===== config.mk =====
export PLATFORM = sky130hd
export DESIGN_NAME = fetch_unit_flat
export DESIGN_NICKNAME = d
export VERILOG_FILES = /design/src/rtl/fetch_pkg.sv /design/src/rtl/fetch_unit_if.sv /design/src/rtl/fetch_unit.sv /design/src/flat_wrapper.sv
export SDC_FILE = /design/constraint.sdc
export NUM_CORES = 1
export LEC_CHECK = 0
export ABC_AREA = 1
export CAP_MARGIN = 20
export CORE_UTILIZATION = 53
export DETAILED_ROUTE_END_ITERATION = 6
export PLACE_DENSITY = 0.91
export SETUP_SLACK_MARGIN = 0.5
export SLEW_MARGIN = 30
export SYNTH_ARGS = -nofsm -noshare
export SYNTH_HDL_FRONTEND = slang
export SYNTH_SLANG_ARGS = --single-unit

===== constraint.sdc =====
create_clock -name clk_f -period 2.6 [get_ports clk_f]
set_input_delay 0.39 -clock clk_f [delete_from_list [all_inputs] [get_ports clk_f]]
set_output_delay 0.39 -clock clk_f [all_outputs]
set_load 0.03 [all_outputs]

===== src/rtl/fetch_pkg.sv =====
// Shared types and constants for the instruction fetch stage: state encoding,
// instruction word field positions and the field extraction helper.
package fetch_pkg;

  typedef enum logic [2:0] {
    FETCH_OP  = 3'd0,
    FETCH_IMM = 3'd1,
    ISSUE     = 3'd2,
    DRAIN     = 3'd3,
    HALTED    = 3'd4
  } fetch_state_e;

  localparam logic [4:0] NOP_OP = 5'h00;

  localparam int OP_MSB   = 31;
  localparam int OP_LSB   = 27;
  localparam int S1_MSB   = 26;
  localparam int S1_LSB   = 23;
  localparam int S2_MSB   = 22;
  localparam int S2_LSB   = 19;
  localparam int DEST_MSB = 18;
  localparam int DEST_LSB = 15;

  // Opcode bit that marks a two-word instruction (opcode word + immediate word).
  localparam int IMM_FLAG_BIT = 4;

  typedef struct packed {
    logic [4:0] opcode;
    logic [3:0] s1;
    logic [3:0] s2;
    logic [3:0] dest;
  } instr_t;

  localparam instr_t NOP_INSTR = '{opcode: NOP_OP, s1: 4'h0, s2: 4'h0, dest: 4'h0};

  // Only the upper field bits are meaningful; the low 15 bits of a word are ignored.
  function automatic instr_t decode_word(input logic [31:15] w);
    instr_t f;
    f.opcode = w[OP_MSB:OP_LSB];
    f.s1     = w[S1_MSB:S1_LSB];
    f.s2     = w[S2_MSB:S2_LSB];
    f.dest   = w[DEST_MSB:DEST_LSB];
    return f;
  endfunction

  function automatic logic has_imm(input logic [4:0] op);
    return op[IMM_FLAG_BIT];
  endfunction

endpackage


===== src/rtl/fetch_unit_if.sv =====
// Instruction-memory req/ack port; the fetch unit is the master.
interface fetch_unit_if #(
  parameter int unsigned PC_W = 8
) ();

  logic            imem_req_f;
  logic [PC_W-1:0] imem_addr_f;
  logic            imem_ack_f;
  logic [31:0]     imem_rdata_f;

  modport master (
    output imem_req_f,
    output imem_addr_f,
    input  imem_ack_f,
    input  imem_rdata_f
  );

  modport slave (
    input  imem_req_f,
    input  imem_addr_f,
    output imem_ack_f,
    output imem_rdata_f
  );

endinterface


===== src/rtl/fetch_unit.sv =====
// Instruction fetch stage: owns the PC, fetches opcode (+ optional immediate)
// words over a req/ack port and presents one registered instruction per issue.
module fetch_unit
  import fetch_pkg::*;
#(
  parameter int unsigned     PC_W     = 8,
  parameter logic [PC_W-1:0] RESET_PC = {PC_W{1'b0}},
  parameter logic [4:0]      HALT_OP  = 5'h0F
) (
  input  logic              clk_f,
  input  logic              reset_n_f,
  fetch_unit_if.master      imem,
  input  logic              stall_f,
  input  logic              branch_taken_f,
  input  logic [PC_W-1:0]   branch_target_f,
  output logic [4:0]        opcode_out_f,
  output logic [3:0]        s1_out_f,
  output logic [3:0]        s2_out_f,
  output logic [3:0]        dest_out_f,
  output logic [31:0]       ime_data_out_f,
  output logic              halted_f
);

  localparam logic [PC_W-1:0] PC_ONE = {{(PC_W-1){1'b0}}, 1'b1};

  fetch_state_e    state_q, state_d;
  logic [PC_W-1:0] pc_q, pc_d;
  logic            req_q, req_d;
  logic [PC_W-1:0] addr_q, addr_d;
  instr_t          buf_q, buf_d;
  logic [31:0]     buf_imm_q, buf_imm_d;
  instr_t          out_q, out_d;
  logic [31:0]     imm_out_q, imm_out_d;
  logic            halted_q, halted_d;

  logic            ack_v_s;
  instr_t          word_s;
  logic            unused_rdata_s;

  assign ack_v_s        = imem.imem_ack_f & req_q;
  assign word_s         = decode_word(imem.imem_rdata_f[31:15]);
  assign unused_rdata_s = ^imem.imem_rdata_f[14:0];

  always_comb begin
    state_d   = state_q;
    pc_d      = pc_q;
    buf_d     = buf_q;
    buf_imm_d = buf_imm_q;
    out_d     = NOP_INSTR;
    imm_out_d = 32'h0000_0000;

    // A branch overrides everything; an unacked request must still be drained.
    if (branch_taken_f) begin
      pc_d      = branch_target_f;
      buf_d     = NOP_INSTR;
      buf_imm_d = 32'h0000_0000;
      if (req_q && !imem.imem_ack_f) begin
        state_d = DRAIN;
      end else begin
        state_d = FETCH_OP;
      end
    end else begin
      case (state_q)
        FETCH_OP: begin
          if (ack_v_s) begin
            buf_d = word_s;
            pc_d  = pc_q + PC_ONE;
            if (has_imm(word_s.opcode)) begin
              state_d = FETCH_IMM;
            end else begin
              buf_imm_d = 32'h0000_0000;
              state_d   = ISSUE;
            end
          end else begin
            state_d = FETCH_OP;
          end
        end
        FETCH_IMM: begin
          if (ack_v_s) begin
            buf_imm_d = imem.imem_rdata_f;
            pc_d      = pc_q + PC_ONE;
            state_d   = ISSUE;
          end else begin
            state_d = FETCH_IMM;
          end
        end
        ISSUE: begin
          if (stall_f) begin
            state_d = ISSUE;
          end else begin
            out_d     = buf_q;
            imm_out_d = buf_imm_q;
            if (buf_q.opcode == HALT_OP) begin
              state_d = HALTED;
            end else begin
              state_d = FETCH_OP;
            end
          end
        end
        DRAIN: begin
          if (ack_v_s) begin
            state_d = FETCH_OP;
          end else begin
            state_d = DRAIN;
          end
        end
        HALTED: begin
          state_d = HALTED;
        end
        default: begin
          state_d = FETCH_OP;
        end
      endcase
    end

    // Request lines are registered, so they are derived from the next state.
    req_d    = (state_d == FETCH_OP) || (state_d == FETCH_IMM) || (state_d == DRAIN);
    addr_d   = (state_d == DRAIN) ? addr_q : pc_d;
    halted_d = (state_d == HALTED);
  end

  // State, PC, pending buffer and all registered outputs.
  always_ff @(posedge clk_f or negedge reset_n_f) begin
    if (!reset_n_f) begin
      state_q   <= FETCH_OP;
      pc_q      <= RESET_PC;
      req_q     <= 1'b0;
      addr_q    <= RESET_PC;
      buf_q     <= NOP_INSTR;
      buf_imm_q <= 32'h0000_0000;
      out_q     <= NOP_INSTR;
      imm_out_q <= 32'h0000_0000;
      halted_q  <= 1'b0;
    end else begin
      state_q   <= state_d;
      pc_q      <= pc_d;
      req_q     <= req_d;
      addr_q    <= addr_d;
      buf_q     <= buf_d;
      buf_imm_q <= buf_imm_d;
      out_q     <= out_d;
      imm_out_q <= imm_out_d;
      halted_q  <= halted_d;
    end
  end

  assign imem.imem_req_f  = req_q;
  assign imem.imem_addr_f = addr_q;
  assign opcode_out_f     = out_q.opcode;
  assign s1_out_f         = out_q.s1;
  assign s2_out_f         = out_q.s2;
  assign dest_out_f       = out_q.dest;
  assign ime_data_out_f   = imm_out_q;
  assign halted_f         = halted_q;

endmodule


===== src/flat_wrapper.sv =====
// flat-port wrapper written by rule: the top's interface ports become plain ports
module fetch_unit_flat import fetch_pkg::*;
#(
  parameter int unsigned     PC_W     = 8,
  parameter logic [PC_W-1:0] RESET_PC = {PC_W{1'b0}},
  parameter logic [4:0]      HALT_OP  = 5'h0F
)
  (clk_f, reset_n_f, stall_f, branch_taken_f, branch_target_f, opcode_out_f, s1_out_f, s2_out_f, dest_out_f, ime_data_out_f, halted_f, imem_imem_req_f, imem_imem_addr_f, imem_imem_ack_f, imem_imem_rdata_f);
  fetch_unit_if #(.PC_W(PC_W)) imem_i ();
  input  logic clk_f;
  input  logic reset_n_f;
  input  logic stall_f;
  input  logic branch_taken_f;
  input  logic [PC_W-1:0] branch_target_f;
  output logic [4:0] opcode_out_f;
  output logic [3:0] s1_out_f;
  output logic [3:0] s2_out_f;
  output logic [3:0] dest_out_f;
  output logic [31:0] ime_data_out_f;
  output logic halted_f;
  output wire logic [$bits(imem_i.imem_req_f)-1:0] imem_imem_req_f;
  output wire logic [$bits(imem_i.imem_addr_f)-1:0] imem_imem_addr_f;
  input wire logic [$bits(imem_i.imem_ack_f)-1:0] imem_imem_ack_f;
  input wire logic [$bits(imem_i.imem_rdata_f)-1:0] imem_imem_rdata_f;
  assign imem_imem_req_f = imem_i.imem_req_f;
  assign imem_imem_addr_f = imem_i.imem_addr_f;
  assign imem_i.imem_ack_f = imem_imem_ack_f;
  assign imem_i.imem_rdata_f = imem_imem_rdata_f;
  fetch_unit #(.PC_W(PC_W), .RESET_PC(RESET_PC), .HALT_OP(HALT_OP)) u_core (.clk_f(clk_f), .reset_n_f(reset_n_f), .imem(imem_i), .stall_f(stall_f), .branch_taken_f(branch_taken_f), .branch_target_f(branch_target_f), .opcode_out_f(opcode_out_f), .s1_out_f(s1_out_f), .s2_out_f(s2_out_f), .dest_out_f(dest_out_f), .ime_data_out_f(ime_data_out_f), .halted_f(halted_f));
endmodule

# ---- Word level (Yosys, flattened, before mapping)
# Index checks and enable logic that the tools add are counted.
dict set report op_classes {
  n_eq_ne 11
  n_addsub 1
  bitwise_logic 1
  reduce_logical 12
  muxes 26
}
# op n
set ops {}
lappend ops {{$mux 32} 7}
lappend ops {{$mux 17} 6}
lappend ops {{$pmux 32 s2} 1}
lappend ops {{$mux 8} 3}
lappend ops {{$pmux 3 s5} 1}
lappend ops {{$mux 2} 5}
lappend ops {{$eq 3x2->1 const B} 3}
lappend ops {{$mux 3} 3}
lappend ops {{$add 8x1->8 const B} 1}
lappend ops {{$eq 3x1->1 const B} 2}
lappend ops {{$eq 3x3->1 const B} 2}
lappend ops {{$logic_not 3->1} 2}
lappend ops {{$ne 3x2->1 const B} 2}
lappend ops {{$eq 5x4->1 const B} 1}
lappend ops {{$reduce_and 4->1} 1}
lappend ops {{$reduce_bool 2->1} 2}
lappend ops {{$ne 3x3->1 const B} 1}
lappend ops {{$reduce_bool 3->1} 1}
lappend ops {{$logic_or 1x1->1} 2}
lappend ops {{$reduce_and 2->1} 1}
lappend ops {{$reduce_or 2->1} 1}
lappend ops {{$and 1x1->1} 1}
lappend ops {{$logic_and 1x1->1} 1}
lappend ops {{$logic_not 1->1} 1}
dict set report word_totals {
  reg_bits 119
  output_inout_bits 59
  in_bits 45
}

# ---- Logic depth before layout (Yosys ltp)
# Gate-level depths: netlist of the first run.
dict set report logic_depth {
  depth_word 8
  mapped_depth 11
}

# ---- Least setup slack after synthesis of the first run
# Ideal clock, no wire load.
dict set report synth_path {
  path_type {reg2reg}
  from {register u_core.req_q (netlist: u_core.imem.imem_req_f)}
  to {register u_core.pc_q[7]}
  period_less_slack_ns 1.475
  path_buffers 0
  setup_time_ns 0.119
  setup_slack_ns 1.125
  stages_incl_launch_ff 9
  t_arrival_ns 1.356
  path_cell_list {dfrtp_1 -> nand2_2 -> inv_2 -> nand2_1 -> nor2_4 -> nand3_1 -> nand2_1 -> nand3_1 -> and2_1}
}
dict set report synth_via {
  elab_chain_len 4
}
# item line
set synth_rtl {}
lappend synth_rtl {{from (decl)} fetch_unit.sv:28} ;# logic req_q, req_d;
lappend synth_rtl {{from (signal assigned)} fetch_unit.sv:137} ;# req_q <= req_d;
lappend synth_rtl {{$and 1x1->1} fetch_unit.sv:40} ;# assign ack_v_s = imem.imem_ack_f & req_q;
lappend synth_rtl {{$mux 8} {fetch_unit.sv:65, fetch_unit.sv:79}}
lappend synth_rtl {{$mux 8} --}
lappend synth_rtl {{$mux 8} fetch_unit.sv:53} ;# if (branch_taken_f) begin
lappend synth_rtl {{via u_core.pc_d[7]} fetch_unit.sv:27} ;# logic [PC_W-1:0] pc_q, pc_d;
lappend synth_rtl {{to (signal assigned)} fetch_unit.sv:136} ;# pc_q <= pc_d;
lappend synth_rtl {{to (decl)} fetch_unit.sv:27}
# The timed path passes the listed nets, and every way through them passes these cells.
# A chain may end at the register's enable or synchronous reset.

# ---- Final worst setup path of the first run
dict set report layout_path {
  from {register u_core.out_q, in the netlist u_core.s1_out_f[3]}
  to {output s1_out_f[3]}
}
# item line
set layout_rtl {}
lappend layout_rtl {{from (decl)} fetch_unit.sv:32} ;# instr_t out_q, out_d;
lappend layout_rtl {{from (signal assigned)} fetch_unit.sv:141} ;# out_q <= out_d;
lappend layout_rtl {{to (decl)} flat_wrapper.sv:16} ;# output logic [3:0] s1_out_f;
# No word-level cell between the ends.

==> impl_metrics.ini, run 1 <==
[timing]
hold_viol_final = 0
tightest_slew_ps = 894.6
rsz0062_at_grt = no
fin_hold_ws_ps = 420.0
setup_viol = 0
period_minus_slack_ps = 1969
maxSlewHeadroom_pct = 40.27
fmax_mhz = 508.0
setup_ws_ps = 631.4
finClkSkew_ps = 6.433
fin_crit_sh_pct = 75.72
finalSetupTns_ps = 0
drv_slew = 0

[floorplanning]
die_w_um = 94.42
coreArea_sq_mm = 0.008258
die_h_um = 94.42
rows = 33
die_area_sq_mm = 0.008915
initial_core_util_pct = 54.82
io_pins = 104

[yosys]
synth_warnings = 0
avgSynthCellArea_sq_um = 10.13
yosysSeqAreaShare_pct = 65.78
synth_common_cells = dfrtp_1, inv_1, nand2_1
synth.lib_cells_used.distinct = 29
synth_top_area_share_pct = 65.78
ys_seq_elements = 119
synthArstFlopShare_pct = 100.0
synth_area_sq_mm = 0.004527
synth-edff-count = 0
synthTopCellsByArea = dfrtp_1, inv_1, o22ai_1
synth-main-ff-cell = dfrtp_1
synth_nets = 493
synthCells = 447
yosysMostFrequentCell = dfrtp_1
yosysTopAreaCell = dfrtp_1

[placement]
io_buffers = 103
dpl_cell_area_sq_mm = 0.005672
pre_cts_ws_ps = 538.1
dp_cells = 641
gp_congestion = 0.8276
dp_hpwl_mm = 7.084

[cells_and_area]
fin_util_pct = 76.00
layout-drive-gt1-share_pct = 10.19
syn_to_final_growth_pct = 38.64
final_cells = 674
nets = 602
n_antenna_cell = 0
design_area_sq_mm = 0.006276

[pwr]
p_int_mw = 3.534
p_comb_share_pct = 11.1
power.share.sequential_pct = 40.9
switching_share_pct = 26.91
clock_power_share_pct = 48.0
p_leak_nw = 2.969
peakVddDrop_mv = 0.5975
switchingPower_mw = 1.301
power_mw = 4.836
power.density_mw_per_mm2 = 770.5

[critical_path]
worstPathArrival_ps = 1580
max_stage_delay_ps = 710
cp_data_required_time_ps = 2210
worstPathMaxFanout = 1
startpoint_type = flip-flop
worstSetupEndpointType = output pin
reg2reg_setup_slack_ps = 830
path_delay_family = buffers and inverters
cp_cell_sequence = clkdlybuf4s50_1
crit_path_top_delay_cell = clkdlybuf4s50_1
crit_type = reg -> out
path_buf_inv = 1

[routing]
wl_per_cell_um = 18.13
vias_per_cell = 5.542
wl_mm = 12.22
firstDrtPassIters = 5
remaining_drc_errors = 0
vias = 3735
drt_iter0_markers = 274
postRouteAntennaNets = 0

[global_route]
antenna_found_initial = 0
grt_pass1_vias = 3885
track_usage_pct = 29.42
overflow = 0
grt_max_degree = 55
grt_pass1_wl_mm = 19.44

[outcome]
outcome = complete, no violations

[hold_path]
hp-class = in -> async

[clocking]
clock-root-buffer = clkbuf_8
cts_buffers = 17
path_clk_slew_ps = 60
cts_tree = built
cts.path.max_buffers = 2
clkLatencyLatePin_ps = 510
cts.htree.levels = 4
clock_sinks = 119

[flow_run]
drv_cap = 0
==> power by group through the flow <==
stage | clock (mW) | combinational (mW) | sequential [mW]
after floorplan | 0 | 0.243 | 2.05
after global placement | 0 | 0.504 | 2.00
after detailed placement | 0 | 0.522 | 2.01
after CTS | 2.33 | 0.537 | 1.98
after global routing | 2.42 | 0.587 | 1.99
final | 2.32 | 0.537 | 1.98
==> flip-flops by register name, summed over array words and instances, names as in the netlist, 5 cells and up <==
signal / flops
u_core.opcode_out_f: 5
u_core.ime_data_out_f: 32
u_core.pc_q: 8
u_core.buf_q: 17
u_core.imem.imem_addr_f: 8
u_core.buf_imm_q: 32
==> cells in the final DEF, fill, tap and decap left out, drive strengths merged <==
cell type	count
dlygate4sd3	1
clkbuf	18
nor3	52
and2	1
a31oi	1
o22ai	48
clkinvlp	3
o32ai	1
xor2	1
nand3	19
inv	105
ha	1
clkdlybuf4s50	101
nand2	66
clkinv	4
o21ai	5
nand4	3
buf	7
or2	2
bufinv	2
nor2	8
dlymetal6s2s	1
dfrtp	119
==> path summary, 6_finish.rpt <==
| kind | start | depth (start not counted) | end |
|---|---|---|---|
| worst max-delay path | u_core.s1_out_f[3]$_DFF_PN0_ | 1 | s1_out_f[3] |
| worst min-delay path | reset_n_f | 2 | u_core.ime_data_out_f[12]$_DFF_PN0_ |
| worst max register to register | u_core.state_q[2]$_DFF_PN0_ | 4 | u_core.buf_q[13]$_DFFE_PN0P_ |
| worst min register to register | u_core.imem.imem_addr_f[0]$_DFFE_PN0P_ | 2 | u_core.imem.imem_addr_f[0]$_DFFE_PN0P_ |
| max in group asynchronous | reset_n_f | 3 | u_core.buf_q[14]$_DFFE_PN0P_ |
| min in group clk_f | branch_target_f[6] | 3 | u_core.pc_q[6]$_DFF_PN0_ |
==> layer usage <==
metal  GRT usage (%)  up-vias  share of wire [%]
met5               0        -                  0
met4           10.26        0                2.1
met3           7.327       29                6.6
met2           50.97      198                 52
met1           35.75     1854                 39
li1                -     1654                  -
==> timing repair <==
action | 4_1_cts | 5_1_grt
hold buffers | 1 | 0
hold endpoints to repair | 41 | 0
buffers inserted | 0 | 0
setup endpoints to repair | 0 | 1
resized for setup | 0 | 1
==> logic make-up after synthesis <==
kind of cell | Yosys count | synth area share (%)
AOI/OAI and AO/OA | 55 | 7.601
xor gates and xnor gates | 1 | 0.1935
adders and majority gates | 1 | 0.2764
buffers and inverters | 120 | 10.34
DFF | 119 | 65.78
and+or+nand+nor | 151 | 15.81
==> layout make-up <==
cell class              count  area (sq um)
flip-flops and latches    119          2978
fillers                   490          1982
repair buffers            110          1111
multi-input cells         208          1084
clock buffers              18         427.9
inverters                 100         380.4
clock inverters            14         163.9
well taps                 105         131.4
(Power assumes the default switching activity.)
==> run 2: changes to the inputs <==
Settings changed: CORE_UTILIZATION 53 to 50, PLACE_DENSITY 0.91 to 0.87.
Clock period 2.6 ns to 1.9 ns, I/O delays scaled along.
==> impl_metrics.ini, run 2 (same netlist as run 1, synthesis figures left out) <==
[cells_and_area]
fin_util_pct = 71.47
multi_input_area_sq_mm = 0.001216
nets = 612
n_antenna_cell = 0
final_cells = 687
layout-drive-gt1-share_pct = 25.04
regArea_sq_mm = 0.002980
final_common_cell = dfrtp_1
final_cell_mix = dfrtp_1, inv_1, buf_2
fillCellCount = 594
syn_to_final_growth_pct = 38.36

[global_route]
grt.met2_usage_pct = 42.63
grt_pass1_vias = 3764
grt_util_met3_pct = 7.266
grt_most_used_layer = met2
overflow = 0
track_usage_pct = 25.17
met1_usage_pct = 30.91
antenna_found_initial = 0
grt_pass1_wl_mm = 18.42
grt_max_degree = 120

[floorplanning]
io_pins = 104
rows = 34
die_area_sq_mm = 0.009438
coreArea_sq_mm = 0.008763
die_w_um = 97.15
die_h_um = 97.15
initial_core_util_pct = 51.66

[placement]
gp_congestion = 0.9044
io_buffers = 103
dp_hpwl_mm = 6.477
dp_cells = 646

[critical_path]
cp_data_required_time_ps = 2300
crit_type = reg -> reg
worstSetupEndpointType = flip-flop
r2r-start = u_core.state_q[2]$_DFF_PN0_
worstPathArrival_ps = 1880
worstPathMaxFanout = 5
startpoint_type = flip-flop
cp-startpoint = u_core.state_q[2]$_DFF_PN0_

[pwr]
power.share.sequential_pct = 39.5
power_mw = 6.855
power.density_mw_per_mm2 = 1095
peakVddDrop_mv = 0.7240
p_int_mw = 5.105
p_comb_share_pct = 11.7
p_leak_nw = 3.184
switching_share_pct = 25.53
switchingPower_mw = 1.751
clock_power_share_pct = 48.8

[routing]
drt_iter0_markers = 225
wl_mm = 11.35
vias_per_cell = 5.335
firstDrtPassIters = 6
vias = 3665
postRouteAntennaNets = 0
wl_per_cell_um = 16.53
remaining_drc_errors = 0

[timing]
drv_slew = 0
fmax_mhz = 675.6
fin_crit_sh_pct = 77.91
finClkSkew_ps = 6.239
rsz0062_at_grt = yes
fin_hold_ws_ps = 328.6
finalSetupTns_ps = 0
hold_viol_final = 0
setup_viol = 0
tightest_slew_ps = 627.0
period_minus_slack_ps = 1480
maxSlewHeadroom_pct = 58.20

[clocking]
cts.path.max_buffers = 2
path_clk_slew_ps = 60
clock_sinks = 119
cts_tree = built
cts_buffers = 17
clkLatencyLatePin_ps = 510
clock-root-buffer = clkbuf_8
cts.htree.levels = 4

[flow_run]
drv_cap = 0

[outcome]
outcome = complete, no violations

[hold_path]
hp-class = in -> reg
hp-start = imem_imem_rdata_f[4]
-- run 2: changes by cell type in the layout (fill, tap and decap cells not counted), moves of 4 or more --
cell	before	now
buf_2	0	57
buf_4	5	12
clkdlybuf4s50_1	101	43
nand2_1	60	50
nand2_2	5	9
nand2_4	1	6
-- run 2: power groups by stage --
| stage | registers [mW] | logic (mW) | clock network [mW] |
|---|---|---|---|
| after CTS | 2.70 | 0.735 | 3.38 |
| after floorplan | 2.81 | 0.333 | 0 |
| after detailed placement | 2.75 | 0.724 | 0 |
| after global placement | 2.74 | 0.704 | 0 |
| after global routing | 2.72 | 0.872 | 3.51 |
| final | 2.71 | 0.804 | 3.34 |
-- run 2: area by class of cell --
class	instances	area share (%)
Clock inverter	13	3.116
Clock buffer	19	6.892
Tap cell	108	2.157
Multi-Input combinational cell	209	19.42
Sequential cell	119	47.58
Timing Repair Buffer	119	14.52
Inverter	100	6.312
-- run 2: repair_timing --
item,4_1_cts,5_1_grt
pin swaps,5,10
endpoints found under the hold margin,119,0
buffers inserted,6,1
gates cloned,1,0
hold buffers,1,0
resized for setup,300,36
setup endpoints to repair,122,80
-- run 2: metrics by stage --
stage / setup WS, ps / instance area [sq um]
2_1_floorplan: 529.0 / 4528
3_3_place_gp: 110.5 / 5704
3_5_place_dp: 13.98 / 5704
4_1_cts: 462.7 / 6115
5_1_grt: 371.9 / 6264
6_report: 419.8 / 6264
-- run 2: final timing paths --
check                      slack, ps                                      to  cells past startpoint
max                              420  u_core.imem.imem_addr_f[7]$_DFFE_PN0P_                      8
min                              330         u_core.buf_imm_q[4]$_DFFE_PN0P_                      3
max reg2reg                      420  u_core.imem.imem_addr_f[7]$_DFFE_PN0P_                      8
min reg2reg                      480  u_core.imem.imem_addr_f[0]$_DFFE_PN0P_                      2
max in group asynchronous        980             u_core.state_q[2]$_DFF_PN0_                      3
min in group asynchronous        390        u_core.buf_imm_q[11]$_DFFE_PN0P_                      3
-- run 2: critical path, cell delays in order, from the launching register on --
cell	delay [ps]
dfrtp_2	450
nor2_4	170
nand2_1	140
o21ai_1	140
nand2_1	100
nand2_4	130
nand2_8	90
nand3_2	80
nand2_1	60
-- run 2: routing by layer --
| metal | wire, um | share of wire, % |
|---|---|---|
| met1 | 4556 | 40 |
| met2 | 5885 | 52 |
| met3 | 769 | 6.8 |
| met4 | 141 | 1.2 |
| met5 | 0 | 0 |
